`src/rtl/mem_io_bridge_if.sv`:
```
// Bus bundle between the Minisys datapath side and the memory / IO side of mem_io_bridge.
// The slave modport is the bridge itself; master is whoever drives the datapath inputs.
interface mem_io_bridge_if #(
    parameter int ADDR_W    = 32,
    parameter int DATA_W    = 32,
    parameter int IO_DATA_W = 24,
    parameter int N_IO      = 4
);
    logic                      mRead;
    logic                      mWrite;
    logic                      ioRead;
    logic                      ioWrite;
    logic [ADDR_W-1:0]         addr_in;
    logic [DATA_W-1:0]         r_rdata;
    logic [DATA_W-1:0]         m_rdata;
    logic [N_IO*IO_DATA_W-1:0] io_rdata;
    logic [N_IO-1:0]           io_ready;

    logic [ADDR_W-1:0]         addr_out;
    logic                      mem_we;
    logic [DATA_W-1:0]         data_to_dmem;
    logic [N_IO-1:0]           io_cs;
    logic                      io_rd;
    logic                      io_wr;
    logic [IO_DATA_W-1:0]      io_wdata;
    logic [DATA_W-1:0]         r_wdata;
    logic                      stall;
    logic                      io_err;

    modport slave (
        input  mRead, mWrite, ioRead, ioWrite, addr_in, r_rdata, m_rdata, io_rdata, io_ready,
        output addr_out, mem_we, data_to_dmem, io_cs, io_rd, io_wr, io_wdata, r_wdata, stall, io_err
    );

    modport master (
        output mRead, mWrite, ioRead, ioWrite, addr_in, r_rdata, m_rdata, io_rdata, io_ready,
        input  addr_out, mem_we, data_to_dmem, io_cs, io_rd, io_wr, io_wdata, r_wdata, stall, io_err
    );
endinterface

```
`src/rtl/mem_io_bridge.sv`:
```
// Minisys memory/IO bridge: memory accesses pass straight through, IO accesses run a
// one-hot select + ready/timeout handshake that stalls the pipeline until completion.
module mem_io_bridge #(
    parameter int                ADDR_W    = 32,
    parameter int                DATA_W    = 32,
    parameter int                IO_DATA_W = 24,
    parameter int                N_IO      = 4,
    parameter logic [ADDR_W-1:0] IO_BASE   = 32'hFFFF_FC00,
    parameter int                CH_SHIFT  = 4,
    parameter int                TIMEOUT   = 15
) (
    input  logic          clock,
    input  logic          reset,
    mem_io_bridge_if.slave bus
);
    localparam int CH_W  = (N_IO > 1) ? $clog2(N_IO) : 1;
    localparam int CNT_W = $clog2(TIMEOUT + 1);

    typedef enum logic [1:0] {IDLE, WAIT, DONE} state_t;

    state_t               state;
    logic [CNT_W-1:0]     cnt;
    logic [CH_W-1:0]      ch_q;
    logic                 is_read;
    logic [IO_DATA_W-1:0] cap;
    logic [IO_DATA_W-1:0] wdata;
    logic [N_IO-1:0]      cs;
    logic                 rd;
    logic                 wr;
    logic                 err;

    logic                 io_req;
    logic                 mapped;
    logic [ADDR_W-1:0]    offset;
    logic [CH_W-1:0]      ch;
    logic                 ready_hit;
    logic [IO_DATA_W-1:0] slice;

    assign io_req    = bus.ioRead | bus.ioWrite;
    assign offset    = bus.addr_in - IO_BASE;
    assign mapped    = (bus.addr_in >= IO_BASE) && ((offset >> CH_SHIFT) < ADDR_W'(N_IO));
    assign ch        = offset[CH_SHIFT +: CH_W];
    assign ready_hit = bus.io_ready[ch_q];
    assign slice     = bus.io_rdata[int'(ch_q) * IO_DATA_W +: IO_DATA_W];

    assign bus.addr_out     = bus.addr_in;
    assign bus.data_to_dmem = bus.r_rdata;
    assign bus.mem_we       = (state == IDLE) & bus.mWrite & ~io_req;
    assign bus.stall        = ((state == IDLE) & io_req) | (state == WAIT);
    assign bus.io_cs        = cs;
    assign bus.io_rd        = rd;
    assign bus.io_wr        = wr;
    assign bus.io_wdata     = wdata;
    assign bus.io_err       = err;

    always_comb begin
        bus.r_wdata = '0;
        case (state)
            IDLE:    bus.r_wdata = bus.mRead ? bus.m_rdata : '0;
            DONE:    bus.r_wdata = is_read ? DATA_W'(cap) : '0;
            default: bus.r_wdata = '0;
        endcase
    end

    always_ff @(posedge clock) begin
        if (!reset) begin
            state   <= IDLE;
            cnt     <= '0;
            ch_q    <= '0;
            is_read <= 1'b0;
            cap     <= '0;
            wdata   <= '0;
            cs      <= '0;
            rd      <= 1'b0;
            wr      <= 1'b0;
            err     <= 1'b0;
        end else begin
            case (state)
                IDLE: begin
                    if (io_req) begin
                        ch_q    <= ch;
                        is_read <= bus.ioRead;
                        wdata   <= bus.r_rdata[IO_DATA_W-1:0];
                        cap     <= '0;
                        cnt     <= '0;
                        if (mapped) begin
                            state <= WAIT;
                            cs    <= N_IO'(1) << ch;
                            rd    <= bus.ioRead;
                            wr    <= ~bus.ioRead;
                        end else begin
                            // unmapped channel never touches the IO bus, just reports the error
                            state <= DONE;
                            err   <= 1'b1;
                        end
                    end
                end
                WAIT: begin
                    cnt <= cnt + 1'b1;
                    if (ready_hit) begin
                        if (is_read) cap <= slice;
                        state <= DONE;
                        cs    <= '0;
                        rd    <= 1'b0;
                        wr    <= 1'b0;
                    end else if (cnt == CNT_W'(TIMEOUT - 1)) begin
                        cap   <= '0;
                        err   <= 1'b1;
                        state <= DONE;
                        cs    <= '0;
                        rd    <= 1'b0;
                        wr    <= 1'b0;
                    end
                end
                DONE: begin
                    // the request flags are still those of the finished instruction
                    err   <= 1'b0;
                    state <= IDLE;
                end
                default: state <= IDLE;
            endcase
        end
    end
endmodule

```
`src/flat_wrapper.sv`:
```
// flat-port wrapper written by rule: the top's interface ports become plain ports
module mem_io_bridge_flat 
#(
    parameter int                ADDR_W    = 32,
    parameter int                DATA_W    = 32,
    parameter int                IO_DATA_W = 24,
    parameter int                N_IO      = 4,
    parameter logic [ADDR_W-1:0] IO_BASE   = 32'hFFFF_FC00,
    parameter int                CH_SHIFT  = 4,
    parameter int                TIMEOUT   = 15
)
  (clock, reset, bus_mRead, bus_mWrite, bus_ioRead, bus_ioWrite, bus_addr_in, bus_r_rdata, bus_m_rdata, bus_io_rdata, bus_io_ready, bus_addr_out, bus_mem_we, bus_data_to_dmem, bus_io_cs, bus_io_rd, bus_io_wr, bus_io_wdata, bus_r_wdata, bus_stall, bus_io_err);
  mem_io_bridge_if #(.ADDR_W(ADDR_W), .DATA_W(DATA_W), .IO_DATA_W(IO_DATA_W), .N_IO(N_IO)) bus_i ();
  input  logic clock;
  input  logic reset;
  input wire logic [$bits(bus_i.mRead)-1:0] bus_mRead;
  input wire logic [$bits(bus_i.mWrite)-1:0] bus_mWrite;
  input wire logic [$bits(bus_i.ioRead)-1:0] bus_ioRead;
  input wire logic [$bits(bus_i.ioWrite)-1:0] bus_ioWrite;
  input wire logic [$bits(bus_i.addr_in)-1:0] bus_addr_in;
  input wire logic [$bits(bus_i.r_rdata)-1:0] bus_r_rdata;
  input wire logic [$bits(bus_i.m_rdata)-1:0] bus_m_rdata;
  input wire logic [$bits(bus_i.io_rdata)-1:0] bus_io_rdata;
  input wire logic [$bits(bus_i.io_ready)-1:0] bus_io_ready;
  output wire logic [$bits(bus_i.addr_out)-1:0] bus_addr_out;
  output wire logic [$bits(bus_i.mem_we)-1:0] bus_mem_we;
  output wire logic [$bits(bus_i.data_to_dmem)-1:0] bus_data_to_dmem;
  output wire logic [$bits(bus_i.io_cs)-1:0] bus_io_cs;
  output wire logic [$bits(bus_i.io_rd)-1:0] bus_io_rd;
  output wire logic [$bits(bus_i.io_wr)-1:0] bus_io_wr;
  output wire logic [$bits(bus_i.io_wdata)-1:0] bus_io_wdata;
  output wire logic [$bits(bus_i.r_wdata)-1:0] bus_r_wdata;
  output wire logic [$bits(bus_i.stall)-1:0] bus_stall;
  output wire logic [$bits(bus_i.io_err)-1:0] bus_io_err;
  assign bus_i.mRead = bus_mRead;
  assign bus_i.mWrite = bus_mWrite;
  assign bus_i.ioRead = bus_ioRead;
  assign bus_i.ioWrite = bus_ioWrite;
  assign bus_i.addr_in = bus_addr_in;
  assign bus_i.r_rdata = bus_r_rdata;
  assign bus_i.m_rdata = bus_m_rdata;
  assign bus_i.io_rdata = bus_io_rdata;
  assign bus_i.io_ready = bus_io_ready;
  assign bus_addr_out = bus_i.addr_out;
  assign bus_mem_we = bus_i.mem_we;
  assign bus_data_to_dmem = bus_i.data_to_dmem;
  assign bus_io_cs = bus_i.io_cs;
  assign bus_io_rd = bus_i.io_rd;
  assign bus_io_wr = bus_i.io_wr;
  assign bus_io_wdata = bus_i.io_wdata;
  assign bus_r_wdata = bus_i.r_wdata;
  assign bus_stall = bus_i.stall;
  assign bus_io_err = bus_i.io_err;
  mem_io_bridge #(.ADDR_W(ADDR_W), .DATA_W(DATA_W), .IO_DATA_W(IO_DATA_W), .N_IO(N_IO), .IO_BASE(IO_BASE), .CH_SHIFT(CH_SHIFT), .TIMEOUT(TIMEOUT)) u_core (.clock(clock), .reset(reset), .bus(bus_i));
endmodule
```
`config.mk`:
```
export PLATFORM = sky130hd
export DESIGN_NAME = mem_io_bridge_flat
export DESIGN_NICKNAME = d
export VERILOG_FILES = /design/src/rtl/mem_io_bridge_if.sv /design/src/rtl/mem_io_bridge.sv /design/src/flat_wrapper.sv
export SDC_FILE = /design/constraint.sdc
export NUM_CORES = 1
export LEC_CHECK = 0
export BUFFER_PORTS_ARGS = -buffer_cell sky130_fd_sc_hd__buf_4
export CELL_PAD_IN_SITES_DETAIL_PLACEMENT = 0
export CELL_PAD_IN_SITES_GLOBAL_PLACEMENT = 1
export CORE_AREA = 2 2 127 129
export DETAILED_ROUTE_END_ITERATION = 8
export DIE_AREA = 0 0 129 131
export PLACE_DENSITY = 0.9
export SYNTH_ARGS = -nofsm -noshare
export SYNTH_HDL_FRONTEND = slang
export SYNTH_SLANG_ARGS = --single-unit
```
`constraint.sdc`:
```
create_clock -name clock -period 2.8 [get_ports clock]
set_clock_uncertainty 0.1 [all_clocks]
set_input_delay 0.28 -clock clock [delete_from_list [all_inputs] [get_ports clock]]
set_output_delay 0.28 -clock clock [all_outputs]
set_load 0.05 [all_outputs]
```
==> flow_summary_export.csv, run 1 <==
group,metric,value,unit
clock_network,path_clk_slew,60,ps
layout,layout.cells.non_filler,895,
layout,register_area,1280,sq um
synthesis,synth_top_area_frac,0.323,
clock_network,post_cts_buffers,0,
hold_path,min_path_cells,2,
synthesis,syn_avg_cell_area,8.83,sq um
sta,tns,0,ps
synthesis,async_flop_share,0,
hold_path,hold_path_class,"in2reg",
layout,final_nets,878,
synthesis,yosys.area.top_type,"dfxtp_1",
sta,hold_viol_final,0,
synthesis,synth_area_leaders,"dfxtp_1 32%, mux4_2 12%, buf_4 12%",
run_status,status,"finished clean",
routing,route.detailed.drc,0,
sta,fin_crit_sh,0.925,
critical_path,crit_fanout,24,
power_and_ir_drop,vdd_drop_max,269,uV
sta,slew_violations,0,
clock_network,clockBufferDepth,2,
die,ios,331,
sta,period_needed,2590,ps
synthesis,synth_cell_types,40,
flow_run,maxCapViolCount,0,
die,die_y,131,um
synthesis,synth.most_common_cell,"nand2_1",
hold_path,min_to,"u_core.bus.io_cs[1]",
routing,drt_iter0_drc,260,
hold_path,min_from,"bus_addr_in[5]",
die,dieWidth,129,um
synthesis,synth-edff-count,0,
sta,fmax,386,MHz
sta,slew_headroom,0.312,
routing,vias_per_cell,4.51,
place,dp.cells,879,
global_route,grt.total_usage,0.152,
layout,diodes,0,
critical_path,worstPathCellList,"inv_1, and3_1, a22o_1, buf_4",
critical_path,rr_endpoint,"u_core.cap[13]",
clock_network,cts_hold_buf,0,
sta,setup_viol,0,
clock_network,cts_tree,"built",
die,core,15600,sq um
place,place_congestion,0.805,
critical_path,worstPathRequired,2420,ps
critical_path,r2r_cells,4,
clock_network,cts_max_level,3,
place,io_buffers,306,
global_route,grt_max_degree,70,
sta,rsz0062_at_grt,"false",
routing,vias,4036,
routing,routedWlPerCell,15.5,um
clock_network,clock_latency,320,ps
synthesis,ys_seq_elements,64,
die,initial_utilization,0.255,
clock_network,cts_resized,0,
die,dieArea,16900,sq um
synthesis,syn_area,3970,sq um
power_and_ir_drop,p_per_area,475,nW/um^2
synthesis,yosysWarnings,0,
layout,syn_to_final_growth,56.7,%
clock_network,root_buffer,"clkbuf_16",
synthesis,synth_common_cells,"89 x nand2_1, 64 x buf_4, 64 x dfxtp_1",
routing,drt.antenna.violating_nets,0,
routing,firstDrtPassIters,4,
place,hpwl,11100,um
critical_path,rr_startpoint,"u_core.state[0]",
layout,layout-drive-gt1-share,0.524,
synthesis,synth_ff_type,"dfxtp_1",
global_route,grt_pass1_vias,3679,
global_route,grt_overflow,0,
clock_network,numCtsBuffers,9,
critical_path,end_kind,"output port",
critical_path,startpoint_type,"flop",
power_and_ir_drop,power.leakage,0.00282,uW
global_route,grt_pass1_wl,19800,um
sta,tightestPinTransition,1030,ps
synthesis,synth.net_count,654,
critical_path,cp.arrival,2210,ps
layout,fill_cells,1587,
synthesis,ys_seq_area_frac,0.323,
critical_path,rrSetupSlack,470,ps
routing,wl,13900,um
synthesis,syn_inst,450,
die,rows,46,
critical_path,max_stage_delay,800,ps
layout,multi_input_area,2040,sq um
clock_network,cts.sinks,64,
critical_path,slowest_stage,"and3_1",
power_and_ir_drop,finalPower,2960,uW
global_route,antenna_found_initial,0,
critical_path,critPathKind,"reg2out",
cell usage in the layout (no fill, tap or decap), types with 3 or more instances in the layout:
| cell | synthesis | layout |
|---|---|---|
| buf_4 | 64 | 312 |
| nand2_1 | 89 | 89 |
| dfxtp_1 | 64 | 63 |
| o21ai_0 | 30 | 30 |
| nand3_1 | 29 | 29 |
| a21boi_0 | 27 | 27 |
| a22o_1 | 24 | 24 |
| mux4_2 | 22 | 22 |
| and3_1 | 14 | 14 |
| clkbuf_16 | 0 | 9 |
| nand4_1 | 6 | 6 |
| inv_1 | 4 | 4 |
| nor2_1 | 4 | 4 |
| o22ai_1 | 3 | 3 |
| mux4_1 | 3 | 3 |
| nor3_1 | 3 | 3 |
| and2_1 | 4 | 3 |
| clkinvlp_4 | 0 | 3 |
critical path, delay by kind of cell (launching register included):
kind                   cells  cell delay (ps)
AND/OR/NAND/NOR            1              800
AO/OA/AOI/OAI              1              280
buffers and inverters      2              400
flip-flops                 1              400
per-layer routing:
layer	up-vias	global-route usage	routed length [um]
li1	1987	-	-
met1	1871	0.195	5550
met2	161	0.256	7140
met3	17	0.0318	1010
met4	0	0.0492	211
met5	-	0	0
where the power goes:
part	switching (uW)	internal, uW
Combinational	570	403
Clock	404	620
Sequential	19.1	942
Total	993	1970
cells by family after synthesis:
kind of cell	after synthesis	share of synthesized area
xor gates and xnor gates	1	0.00221
muxes	25	0.145
and+or+nand+nor	160	0.187
buffers and inverters	103	0.169
AOI/OAI and AO/OA	95	0.169
DFF	64	0.323
adders and majority gates	2	0.00630
registers in the layout, indices dropped and copies added (netlist names):
name                 count
u_core.bus.io_wr         1
u_core.bus.io_cs         4
u_core.cnt               4
u_core.bus.io_wdata     24
u_core.is_read           1
u_core.state             2
u_core.ch_q              2
u_core.bus.io_err        1
u_core.bus.io_rd         1
u_core.cap              24
layout make-up:
| type | instances | share of cell area |
|---|---|---|
| Multi-Input combinational cell | 283 | 0.328 |
| Timing Repair Buffer | 312 | 0.376 |
| Tap cell | 216 | 0.0434 |
| Clock inverter | 5 | 0.00523 |
| Sequential cell | 64 | 0.206 |
| Inverter | 4 | 0.00241 |
| Clock buffer | 11 | 0.0390 |
worst max path at each step:
stage / from / end / slack, ps / cells past startpoint
5_1_grt: u_core.state[0] / bus_r_wdata[19] / 70 / 4
2_1_floorplan: u_core.state[1] / bus_r_wdata[10] / 610 / 6
3_5_place_dp: bus_addr_in[6] / u_core.bus.io_cs[0] / 330 / 6
4_1_cts: u_core.state[1] / bus_r_wdata[19] / 20 / 4
6_report: u_core.state[0] / bus_r_wdata[11] / 210 / 4
3_3_place_gp: bus_addr_in[6] / u_core.bus.io_cs[0] / 390 / 6
metrics by stage:
stage               hold slack (ps)  area (sq um)  utilization  worst slack, ps
floorplan                       294          3970            -              608
global placement                348          5950        0.381              388
finish                          117          6220        0.399              209
detailed placement              350          5950        0.381              326
CTS                             102          6220        0.399             15.9
global route                    112          6220        0.399             71.4
(Power assumes the default switching activity.)
==> run 2, diff against run 1 <==
==> constraint.sdc (replaced) <==
create_clock -name clock -period 2.75 [get_ports clock]
set_clock_uncertainty 0.1 [all_clocks]
set_input_delay 0.275 -clock clock [delete_from_list [all_inputs] [get_ports clock]]
set_output_delay 0.275 -clock clock [all_outputs]
set_load 0.05 [all_outputs]
==> run 2 against run 1 <==
Net effect:
- sequential power increased by 2%
- critical path type unchanged
- total power increased by 6.6%
- worst setup slack improved by 13 ps
- largest cell class unchanged
==> flow_summary_export.csv, run 2 (synthesis gave the netlist of run 1 again) <==
group,metric,value,unit
run_status,status,"finished clean",
global_route,grt_max_degree,70,
routing,drt.antenna.violating_nets,0,
clock_network,root_buffer,"clkbuf_16",
global_route,grt_pass1_wl,19800,um
routing,firstDrtPassIters,4,
die,die_y,131,um
clock_network,path_clk_slew,60,ps
critical_path,end_kind,"output port",
critical_path,worstPathRequired,2380,ps
global_route,grt_pass1_vias,3712,
sta,tightestPinTransition,984,ps
sta,period_needed,2530,ps
clock_network,cts_hold_buf,0,
die,dieWidth,129,um
global_route,grt_overflow,0,
power_and_ir_drop,p_per_area,504,nW/um^2
sta,slew_headroom,0.342,
global_route,grt.total_usage,0.153,
sta,hold_viol_final,0,
routing,routedWlPerCell,15.6,um
place,hpwl,11100,um
sta,rsz0062_at_grt,"false",
routing,vias,4078,
layout,final_cell_mix,"312 x buf_4, 89 x nand2_1, 63 x dfxtp_1",
clock_network,cts_tree,"built",
place,place_congestion,0.786,
power_and_ir_drop,p_int,2160,uW
die,dieArea,16900,sq um
power_and_ir_drop,power.leakage,0.00284,uW
power_and_ir_drop,seqPwrFrac,0.310,
global_route,antenna_found_initial,0,
critical_path,crit_fanout,24,
clock_network,numCtsBuffers,9,
clock_network,cts.sinks,64,
clock_network,clockBufferDepth,2,
flow_run,maxCapViolCount,0,
layout,final_common_cell,"buf_4",
layout,layout.cells.non_filler,894,
critical_path,cp.arrival,2150,ps
place,dp.cells,879,
sta,slew_violations,0,
die,core,15600,sq um
critical_path,startpoint_type,"flop",
layout,syn_to_final_growth,57.4,%
power_and_ir_drop,power.clock.fraction,0.374,
die,rows,46,
die,ios,331,
layout,final_nets,878,
power_and_ir_drop,sw_frac_of_total,0.316,
sta,setup_viol,0,
layout,diodes,0,
sta,tns,0,ps
critical_path,critPathKind,"reg2out",
power_and_ir_drop,power_switching,998,uW
routing,vias_per_cell,4.56,
routing,wl,14000,um
sta,fin_crit_sh,0.919,
clock_network,cts_max_level,3,
power_and_ir_drop,comb_power_share,0.315,
die,initial_utilization,0.255,
power_and_ir_drop,vdd_drop_max,275,uV
sta,fmax,396,MHz
clock_network,post_cts_buffers,0,
routing,route.detailed.drc,0,
place,io_buffers,306,
layout,layout-drive-gt1-share,0.524,
hold_path,hold_path_class,"in2reg",
routing,drt_iter0_drc,180,
clock_network,clock_latency,330,ps
[run 2: cell count changes in the layout (fill, tap and decap cells not counted)]
| cell | before | now |
|---|---|---|
| and3_1 | 14 | 13 |
| clkbuf_8 | 1 | 0 |
| and3_2 | 0 | 1 |
| clkinvlp_4 | 3 | 0 |
| bufinv_16 | 0 | 2 |
| clkbuf_1 | 1 | 2 |
[run 2: per-layer routing]
metal / track usage / vias up / routed length, um
li1: - / 1991 / -
met1: 0.196 / 1920 / 5680
met2: 0.250 / 152 / 7180
met3: 0.0403 / 15 / 949
met4: 0.0537 / 0 / 177
met5: 0 / - / 0
[run 2: power groups by stage]
stage          logic (uW)  clock network [uW]  registers, uW
2_1_floorplan         595                   0           1090
3_3_place_gp          995                   0            997
3_5_place_dp         1000                   0            999
4_1_cts              1000                1220            979
5_1_grt              1050                1270            983
6_report              994                1180            979
[run 2: timing repair]
item                       CTS  global route
setup endpoints to repair   24             4
hold endpoints to repair     0             0
resized for setup            1             1
[run 2: worst max-delay path: stages, from the launching register on]
cell and delay [ps]:
dfxtp_1 390, nor2_1 460, and2_2 550, a22o_1 210
buf_4 190
[run 2: final cells by class]
type,count,area [sq um]
Clock buffer,11,233
Clock inverter,4,70.1
Fill cell,1618,9340
Inverter,4,15.0
Multi-Input combinational cell,283,2040
Sequential cell,64,1280
Tap cell,216,270
Timing Repair Buffer,312,2340
[run 2: final timing paths]
path / start / endpoint / slack [ps] / depth (start not counted)
worst max-delay path: u_core.state[1] / bus_r_wdata[5] / 220 / 4
worst min-delay path: bus_addr_in[5] / u_core.bus.io_cs[1] / 110 / 2
worst min register to register: u_core.cnt[3] / u_core.cnt[3] / 360 / 1
worst max register to register: u_core.state[0] / u_core.cap[4] / 510 / 5
[run 2: metrics by stage]
step	hold slack, ps	worst slack (ps)	utilization	instance area (sq um)	total power (uW)
2_1_floorplan	289	563	-	3970	1680
3_3_place_gp	348	335	0.381	5950	1990
3_5_place_dp	348	200	0.381	5950	2000
4_1_cts	90.7	108	0.401	6250	3200
5_1_grt	101	26.4	0.401	6250	3310
6_report	110	223	0.401	6250	3150
